[config.mk]
export PLATFORM = sky130hd
export DESIGN_NAME = multi_countdown_timer
export DESIGN_NICKNAME = d
export VERILOG_FILES = /design/src/rtl/multi_countdown_timer_pkg.sv /design/src/rtl/multi_countdown_timer_sec_prescaler.sv /design/src/rtl/multi_countdown_timer.sv
export SDC_FILE = /design/constraint.sdc
export NUM_CORES = 1
export LEC_CHECK = 0
export CELL_PAD_IN_SITES_DETAIL_PLACEMENT = 1
export CELL_PAD_IN_SITES_GLOBAL_PLACEMENT = 1
export CORE_MARGIN = 2
export CORE_UTILIZATION = 43
export DETAILED_ROUTE_END_ITERATION = 6
export GPL_TIMING_DRIVEN = 0
export PLACE_DENSITY = 0.9
export SYNTH_ARGS = -nofsm -noshare
export SYNTH_HDL_FRONTEND = slang
export SYNTH_SLANG_ARGS = --single-unit
[constraint.sdc]
create_clock -name clk -period 6.6 [get_ports clk]
set_input_delay 1.32 -clock clk [delete_from_list [all_inputs] [get_ports clk]]
set_output_delay 1.32 -clock clk [all_outputs]
set_load 0.005 [all_outputs]
[src/rtl/multi_countdown_timer_pkg.sv]
`default_nettype none
// ============================================================================
// Module      : timer_pkg
// Description : Shared types and helpers for the multi-channel countdown
//               timer: per-channel state encoding, channel-select width
//               helper and the default prescaler ratio.
// Revision    : 1.0 - initial release
// ============================================================================
package timer_pkg;

  // Default clk cycles per one-second tick (50 MHz system clock).
  localparam int DEFAULT_CLK_TICKS_S = 50_000_000;

  // Per-channel state, explicit 2-bit encoding.
  typedef enum logic [1:0] {
    CH_IDLE   = 2'd0,
    CH_RUN    = 2'd1,
    CH_PAUSED = 2'd2
  } ch_state_e;

  // Width of the channel-select field; never narrower than one bit so a
  // single-channel build still has a legal port.
  function automatic int ch_width(input int num_ch);
    if (num_ch <= 2) begin
      return 1;
    end
    return $clog2(num_ch);
  endfunction

endpackage : timer_pkg
`default_nettype wire

[src/rtl/multi_countdown_timer_sec_prescaler.sv]
`default_nettype none
// ============================================================================
// Module      : sec_prescaler
// Description : Free-running divider producing a one-cycle seconds strobe.
//               The counter runs 0..CLK_TICKS_S-1; on the terminal count it
//               wraps and sec_pulse is registered high for one cycle, so the
//               first strobe appears CLK_TICKS_S cycles after reset release.
// Ports       : clk       - system clock
//               rst       - asynchronous active-high reset
//               sec_pulse - one-cycle seconds strobe (registered)
// Revision    : 1.0 - initial release
// ============================================================================
module sec_prescaler
  import timer_pkg::*;
#(
  parameter int CLK_TICKS_S = DEFAULT_CLK_TICKS_S
) (
  input  logic clk,
  input  logic rst,
  output logic sec_pulse
);

  localparam int PRE_W = (CLK_TICKS_S > 1) ? $clog2(CLK_TICKS_S) : 1;
  localparam logic [PRE_W-1:0] c_last = PRE_W'(CLK_TICKS_S - 1);

  logic [PRE_W-1:0] r_cnt;
  logic             r_pulse;

  always_ff @(posedge clk or posedge rst) begin
    if (rst) begin
      r_cnt   <= '0;
      r_pulse <= 1'b0;
    end else if (r_cnt == c_last) begin
      r_cnt   <= '0;
      r_pulse <= 1'b1;
    end else begin
      r_cnt   <= r_cnt + PRE_W'(1);
      r_pulse <= 1'b0;
    end
  end

  assign sec_pulse = r_pulse;

endmodule : sec_prescaler
`default_nettype wire

[src/rtl/multi_countdown_timer.sv]
`default_nettype none
// ============================================================================
// Module      : multi_countdown_timer
// Description : NUM_CH independent seconds countdown channels sharing one
//               prescaler. Each channel is loaded, started, paused and
//               resumed through a single-cycle command port and runs either
//               one-shot or auto-reload. Expiry is signalled with a one-cycle
//               strobe per channel.
// Ports       : clk, rst         - clock, asynchronous active-high reset
//               cmd_ch           - channel addressed by this cycle's command
//               cmd_load         - load load_value into count and reload reg
//               cmd_start        - start / resume
//               cmd_pause        - pause
//               cmd_reload_mode  - with cmd_load: 1 auto-reload, 0 one-shot
//               load_value       - seconds value for cmd_load
//               count_flat       - remaining seconds, ch i at [i*CNT_W +: CNT_W]
//               running          - channel in RUN
//               expired          - one-cycle strobe on reaching zero
//               sec_pulse        - shared seconds strobe
//               irq_clear, irq   - only with TIMER_IRQ_EN: sticky pending
//                                  bits per channel, irq is their registered OR
// Config      : `define TIMER_IRQ_EN to add the interrupt ports and register.
// Revision    : 1.0 - initial release
// ============================================================================
module multi_countdown_timer
  import timer_pkg::*;
#(
  parameter int CLK_TICKS_S = DEFAULT_CLK_TICKS_S,
  parameter int NUM_CH      = 4,
  parameter int CNT_W       = 16
) (
  input  logic                        clk,
  input  logic                        rst,
  input  logic [ch_width(NUM_CH)-1:0] cmd_ch,
  input  logic                        cmd_load,
  input  logic                        cmd_start,
  input  logic                        cmd_pause,
  input  logic                        cmd_reload_mode,
  input  logic [CNT_W-1:0]            load_value,
  output logic [NUM_CH*CNT_W-1:0]     count_flat,
  output logic [NUM_CH-1:0]           running,
  output logic [NUM_CH-1:0]           expired,
`ifdef TIMER_IRQ_EN
  input  logic [NUM_CH-1:0]           irq_clear,
  output logic                        irq,
`endif
  output logic                        sec_pulse
);

  localparam int CH_W = ch_width(NUM_CH);

  logic w_sec_pulse;
  logic w_any_cmd;

  sec_prescaler #(
    .CLK_TICKS_S (CLK_TICKS_S)
  ) u_sec_prescaler (
    .clk       (clk),
    .rst       (rst),
    .sec_pulse (w_sec_pulse)
  );

  assign sec_pulse = w_sec_pulse;
  assign w_any_cmd = cmd_load | cmd_start | cmd_pause;

  // --------------------------------------------------------------------------
  // Per-channel countdown logic
  // --------------------------------------------------------------------------
  for (genvar i = 0; i < NUM_CH; i++) begin : g_ch
    // cmd_ch values >= NUM_CH never match any index and are thereby ignored.
    localparam logic [CH_W-1:0] c_idx = CH_W'(i);

    ch_state_e        r_state,   w_state_nxt;
    logic [CNT_W-1:0] r_cnt,     w_cnt_nxt;
    logic [CNT_W-1:0] r_reload,  w_reload_nxt;
    logic             r_mode,    w_mode_nxt;
    logic             r_expired, w_expired_nxt;
    logic             w_sel;
    logic             w_running;

    // Any command bit addressed to this channel takes the cycle, which also
    // suppresses a coincident decrement (even when the command is a no-op).
    assign w_sel = (cmd_ch == c_idx) && w_any_cmd;

    // State register
    always_ff @(posedge clk or posedge rst) begin
      if (rst) begin
        r_state   <= CH_IDLE;
        r_cnt     <= '0;
        r_reload  <= '0;
        r_mode    <= 1'b0;
        r_expired <= 1'b0;
      end else begin
        r_state   <= w_state_nxt;
        r_cnt     <= w_cnt_nxt;
        r_reload  <= w_reload_nxt;
        r_mode    <= w_mode_nxt;
        r_expired <= w_expired_nxt;
      end
    end

    // Next-state logic
    always_comb begin
      w_state_nxt   = r_state;
      w_cnt_nxt     = r_cnt;
      w_reload_nxt  = r_reload;
      w_mode_nxt    = r_mode;
      w_expired_nxt = 1'b0;

      if (w_sel && cmd_load) begin
        w_cnt_nxt    = load_value;
        w_reload_nxt = load_value;
        w_mode_nxt   = cmd_reload_mode;
        // load+start enters RUN directly, but a zero load has nothing to
        // count and stays IDLE just like a plain start with count 0.
        w_state_nxt  = (cmd_start && (load_value != '0)) ? CH_RUN : CH_IDLE;
      end else if (w_sel && cmd_pause) begin
        if (r_state == CH_RUN) begin
          w_state_nxt = CH_PAUSED;
        end
      end else if (w_sel && cmd_start) begin
        if ((r_state == CH_IDLE) && (r_cnt != '0)) begin
          w_state_nxt = CH_RUN;
        end else if (r_state == CH_PAUSED) begin
          w_state_nxt = CH_RUN;
        end
      end else if (r_state == CH_RUN) begin
        if (r_cnt == '0) begin
          // Auto-reload of zero: nothing left to count, drop out silently.
          w_state_nxt = CH_IDLE;
        end else if (w_sec_pulse) begin
          if (r_cnt == CNT_W'(1)) begin
            w_expired_nxt = 1'b1;
            if (r_mode) begin
              w_cnt_nxt = r_reload;
            end else begin
              w_cnt_nxt   = '0;
              w_state_nxt = CH_IDLE;
            end
          end else begin
            w_cnt_nxt = r_cnt - CNT_W'(1);
          end
        end
      end
    end

    // Output logic
    always_comb begin
      w_running = (r_state == CH_RUN);
    end

    assign running[i]                  = w_running;
    assign expired[i]                  = r_expired;
    assign count_flat[i*CNT_W +: CNT_W] = r_cnt;
  end : g_ch

`ifdef TIMER_IRQ_EN
  // --------------------------------------------------------------------------
  // Sticky expiry pending bits; a same-cycle set beats the clear.
  // --------------------------------------------------------------------------
  logic [NUM_CH-1:0] r_pending;
  logic              r_irq;

  always_ff @(posedge clk or posedge rst) begin
    if (rst) begin
      r_pending <= '0;
      r_irq     <= 1'b0;
    end else begin
      r_pending <= expired | (r_pending & ~irq_clear);
      r_irq     <= |r_pending;
    end
  end

  assign irq = r_irq;
`endif

endmodule : multi_countdown_timer
`default_nettype wire

* Word level (Yosys, flattened, before mapping)
Index checks and enable logic that the tools add are counted.
** Word-level totals
- Register bits after elaboration :: 171
- Bits of input ports :: 24
- Output and inout port bits :: 73
** Cells by class
- Equal/unequal tests :: 40
- $add $sub $neg :: 5
- Mux-type cells :: 107
- Bitwise operators :: 2
- Reduce and logical (&&, ||, !) cells :: 63
** Operators by type and width (count)
- 16-bit two-way mux :: 32
- 2-bit two-way mux :: 44
- 16-bit nonzero test :: 5
- 16-bit by 1-bit equality test with 1-bit output, second input constant :: 4
- 16-bit zero test :: 4
- 16-bit by 1-bit subtractor with 16-bit output, second input constant :: 4
- 5-bit nonzero test :: 8
- 1-bit two-way mux :: 30
- 26-bit by 1-bit adder with 26-bit output, second input constant :: 1
- 26-bit equality test, second input constant :: 1
- 26-bit two-way mux :: 1
- 2-bit != test, second input constant :: 12
- 6-bit AND reduction :: 4
- 1-bit logical AND :: 21
- 5-bit by 1-bit != test with 1-bit output, second input constant :: 4
- 5-bit by 3-bit != test with 1-bit output, second input constant :: 4
- 5-bit AND reduction :: 4
- 2-bit nonzero test :: 8
- 2-bit equality test, second input constant :: 6
- 3-bit != test, second input constant :: 4
- 3-bit nonzero test :: 4
- 2-bit by 1-bit equality test with 1-bit output, second input constant :: 5
- 2-bit zero test :: 5
- 1-bit bitwise OR :: 2

* Depth between registers and ports, before layout
- Word-level depth :: 8
- Depth in mapped cells :: 10
- Gate-level depth less buffers :: 8

* By module
Synthesis repeated with hierarchy kept, for this count alone.
** Second synthesis, totals
- Cells, all modules :: 1170
- Area total of the unflattened synthesis :: 10237.3 µm²
** By module, submodules not included
- multi_countdown_timer :: instances 1, area an instance 8793.4 µm², cells an instance 1025, sequential area each 3603.5 µm²
- sec_prescaler :: instances 1, area an instance 1443.9 µm², cells an instance 145, sequential area each 675.6 µm²

* Worst setup path before layout
Ideal clock, no wire load.
- Path type :: input to register
- From :: in cmd_ch[0]
- To :: reg g_ch[1].r_cnt[2]
- Slack :: 3.827 ns
- Data required time :: 6.490 ns
- Cell stages on the path :: 7
- Arrival time :: 2.662 ns
- Path through :: clkbuf_1 -> nand2b_1 -> o211a_1 -> nand2_1 -> clkbuf_1 -> nor2_1 -> o41ai_1
** Between the ends
- Word-level cells in the longest chain between the ends :: 5
- Elaborated cells on any way between the ends :: 12
** RTL lines
- start, declared :: line multi_countdown_timer.sv:34 : input logic [ch_width(NUM_CH)-1:0] cmd_ch,
- 2-bit by 1-bit equality test with 1-bit output (*) :: line multi_countdown_timer.sv:83 : assign w_sel = (cmd_ch == c_idx) && w_any_cmd;
- 1-bit logical AND (*) :: line multi_countdown_timer.sv:83
- 1-bit logical AND (on tied branches) :: line multi_countdown_timer.sv:110, multi_countdown_timer.sv:117, multi_countdown_timer.sv:121
- 2-bit != test (no source line) or 2-bit nonzero test (tied branches)
- 5-bit AND reduction (no source line)
- end signal, assigned :: line multi_countdown_timer.sv:95 : r_cnt <= w_cnt_nxt;
- end, declared :: line multi_countdown_timer.sv:74 : logic [CNT_W-1:0] r_cnt, w_cnt_nxt;
Mark *: on every way between the ends. The rest lies on a longest branch, timed or not.
A chain may end at the register's enable or synchronous reset.

* Worst setup path after layout
- From :: in cmd_load
- To :: reg g_ch[1].r_cnt[2]
** Between the ends
- Word-level cells in the longest chain between the ends :: 6
- Elaborated cells on any way between the ends :: 13
** RTL lines
- start, declared :: line multi_countdown_timer.sv:35 : input logic cmd_load,
- 1-bit bitwise OR (2 in series) :: line multi_countdown_timer.sv:64 : assign w_any_cmd = cmd_load | cmd_start | cmd_pause;
- 1-bit logical AND :: line multi_countdown_timer.sv:83
- 1-bit logical AND (on tied branches) :: line multi_countdown_timer.sv:110, multi_countdown_timer.sv:117, multi_countdown_timer.sv:121
- 2-bit != test (no source line) or 2-bit nonzero test (tied branches)
- 5-bit AND reduction (no source line)
Several ways; a longest one is shown, not always the timed one.

==> impl_metrics.env <==
export IMPL_grt_pass1_wl_um=54900
export IMPL_path_max_fanout=10
export IMPL_synthFlopType="dfrtp_1"
export IMPL_worst_ep_required_time_ps=6900
export IMPL_num_antenna_cells=0
export IMPL_finalNonFillerCells=1555
export IMPL_cts_htree_levels=4
export IMPL_cts_hold_buf=0
export IMPL_status="finished clean"
export IMPL_async_flop_share_pct=100
export IMPL_cts_sinks=171
export IMPL_synth_area_um2=9490
export IMPL_powerDensity_nw_per_um2=271
export IMPL_yosysTopAreaCell="dfrtp_1"
export IMPL_drv_cap=0
export IMPL_pin_count=97
export IMPL_report_final_hold_viol_count=0
export IMPL_cts_buffers=17
export IMPL_cp_start_kind="input port"
export IMPL_cp_end_kind="flip-flop"
export IMPL_arrival_ps=3880
export IMPL_rsz0062_at_grt="false"
export IMPL_start_util_pct=43.6
export IMPL_ant_nets=0
export IMPL_ys_types=64
export IMPL_vdd_drop_max_mv=0.173
export IMPL_skew_ps=12.1
export IMPL_grt_max_degree=92
export IMPL_fin_crit_ps=3580
export IMPL_crit_type="in -> reg"
export IMPL_ys_seq_elements=171
export IMPL_synth_fp_nets=1185
export IMPL_drtIter0Drc=759
export IMPL_worst_pin_slew_ps=968
export IMPL_die_area_um2=23300
export IMPL_ys_warnings_count=0
export IMPL_root_buffer="clkbuf_16"
export IMPL_synth_top_area_share_pct=45.1
export IMPL_clk_pin_slew_worst_paths_ps=70
export IMPL_maxSlewViolCount=0
export IMPL_syn2layout_area_growth_pct=20.7
export IMPL_postCtsSetupRepairBufs=0
export IMPL_grt_total_usage_pct=29.7
export IMPL_avgViaCountPerCell=6.23
export IMPL_setup_viol=0
export IMPL_synthCells=1148
export IMPL_dpl_cell_area_um2=10800
export IMPL_leakage_nw=4.87
export IMPL_synth_area_leaders="dfrtp_1, nand2_1, a21oi_1"
export IMPL_synth_seq_area_share_pct=45.1
export IMPL_dp_slack_ps=2670
export IMPL_synth_edf_count=0
export IMPL_setup_ws_ps=3020
export IMPL_setup_tns_final_ps=0
export IMPL_drive_gt1_share_pct=5.18
export IMPL_dp_cells=1523
export IMPL_globalRouteOverflowTotal=0
export IMPL_cts_tree="done"
export IMPL_dr_total_vias=9682
export IMPL_wl_per_cell_um=22.3
export IMPL_clockBufferDepth=2
export IMPL_dp_hpwl_um=23600
export IMPL_portBuffers=94
export IMPL_place_congestion=0.937
export IMPL_coreArea_um2=21800
export IMPL_grt_pass1_vias=10000
export IMPL_drc=0
export IMPL_stdcell_area_um2=11400
export IMPL_hp_class="reg -> reg"
export IMPL_clk_latency_ps=440
export IMPL_rows=54
export IMPL_final_nets=1299
export IMPL_cts_repair_resized=0
export IMPL_syn_avg_cell_area_um2=8.27
export IMPL_fillers=2625
export IMPL_drt_pre_antenna_iters=5
export IMPL_fin_hold_ws_ps=482
export IMPL_antenna_found_initial=0
export IMPL_slew_headroom_pct=34.9
export IMPL_post_route_period_util_pct=54.2
export IMPL_fmax_mhz=279
export IMPL_totalWireLength_um=34700
export IMPL_die_w_um=153
export IMPL_die_h_um=153
[path summary, 6_finish.rpt]
path | startpoint | to | slack, ps | cells after the start
worst max-delay path | cmd_load | g_ch[1].r_cnt[2] | 3020 | 7
worst min-delay path | g_ch[2].r_reload[6] | g_ch[2].r_reload[6] | 480 | 2
worst max register to register | g_ch[1].r_cnt[7] | g_ch[1].r_cnt[2] | 3480 | 6
worst min register to register | g_ch[2].r_reload[6] | g_ch[2].r_reload[6] | 480 | 2
max in group asynchronous | rst | g_ch[0].r_cnt[9] | 4360 | 3
min in group asynchronous | rst | g_ch[2].r_reload[6] | 1350 | 2
[layout by cell type, fill, tap and decap left out, types with 4 or more instances in the layout]
cell type	Yosys	routed
nand2_1	264	264
dfrtp_1	171	171
nor2_1	102	102
clkdlybuf4s50_1	0	94
a21oi_1	81	81
clkbuf_1	55	56
nand3_1	42	42
o21ai_1	40	40
nor3_1	40	40
o21ai_0	31	31
xnor2_1	23	23
xor2_1	23	23
nor4_1	20	20
nand4_1	18	18
a31oi_1	17	17
clkbuf_16	0	17
a211o_1	14	14
inv_1	14	13
ha_1	13	13
buf_2	11	11
o211ai_1	11	11
nor2b_1	10	10
or4_1	9	9
and3_1	9	9
a22oi_1	9	9
o31ai_1	9	9
o22ai_1	8	8
buf_4	8	8
nand2b_1	7	7
a311oi_1	7	7
or3_1	7	7
and4_1	6	6
mux2_1	6	6
and2_1	5	5
or2_2	5	5
nor3b_1	5	5
o41ai_1	4	4
bufinv_16	0	4
[flip-flops by register name, indices dropped and copies added (netlist names)]
register / cells
g_ch.r_cnt: 64
g_ch.r_reload: 64
g_ch.r_mode: 4
g_ch.r_state: 8
g_ch.r_expired: 4
u_sec_prescaler.r_cnt: 26
u_sec_prescaler.sec_pulse: 1
[kinds of logic (layout without fill, tap and decap cells)]
group	after synthesis	count (layout)	share of synthesized area (%)
compound gates	261	261	17.1
xor+xnor	46	46	4.25
fa+ha+maj	13	13	1.71
buf+inv	90	217	4.02
flops	171	171	45.1
mux	6	6	0.712
simple gates	561	561	27.1
[where the power goes]
group          total [mW]  switching [mW]  internal (mW)
Combinational       0.658           0.363          0.295
Sequential           1.34           0.162           1.18
Clock                1.10           0.452          0.647
Total                3.10           0.977           2.13
[synth_stat cells (all sizes together), types with 8 or more instances]
| library cell | count |
|---|---|
| nor3 | 41 |
| buf | 19 |
| nand4 | 19 |
| nor2 | 102 |
| o21ai | 72 |
| xor2 | 23 |
| a211o | 14 |
| a31oi | 17 |
| nand3 | 42 |
| or4 | 11 |
| o211ai | 11 |
| a22oi | 9 |
| ha | 13 |
| dfrtp | 171 |
| and3 | 9 |
| nor2b | 10 |
| nor4 | 22 |
| a21oi | 81 |
| o22ai | 8 |
| xnor2 | 23 |
| clkbuf | 55 |
| inv | 15 |
| nand2 | 264 |
| o31ai | 9 |
[layer usage]
| metal | global-route usage [%] | up-vias | part of all wire [%] | wire, um |
|---|---|---|---|---|
| met2 | 49.4 | 442 | 48 | 16800 |
| met1 | 36.9 | 4842 | 40 | 13800 |
| met4 | 14.8 | 0 | 4.3 | 1490 |
| met3 | 6.14 | 123 | 7.5 | 2610 |
| li1 | - | 4275 | - | - |
| met5 | 0 | - | 0 | 0 |
[critical path, cell delays in order]
cell,delay [ps]
clkdlybuf4s50_1,590
clkinv_1,280
nor2_1,330
clkbuf_1,470
clkbuf_1,530
nand2_1,210
o41ai_1,140
[through the flow]
| step | total power [mW] | utilization (%) |
|---|---|---|
| 2_1_floorplan | 1.66 | - |
| 3_3_place_gp | 1.95 | 49.6 |
| 3_5_place_dp | 2.00 | 49.7 |
| 4_1_cts | 3.10 | 52.6 |
| 5_1_grt | 3.23 | 52.6 |
| 6_report | 3.10 | 52.6 |
[layout make-up]
type / count / area [um2] / share of cell area (%)
Sequential cell: 171 / 4280 / 37.4
Multi-Input combinational cell: 887 / 4830 / 42.2
Buffer: 74 / 322 / 2.81
Timing Repair Buffer: 95 / 968 / 8.46
Inverter: 16 / 67.6 / 0.590
Clock buffer: 19 / 443 / 3.87
Tap cell: 280 / 350 / 3.06
Clock inverter: 13 / 191 / 1.67
(Power assumes the default switching activity.)
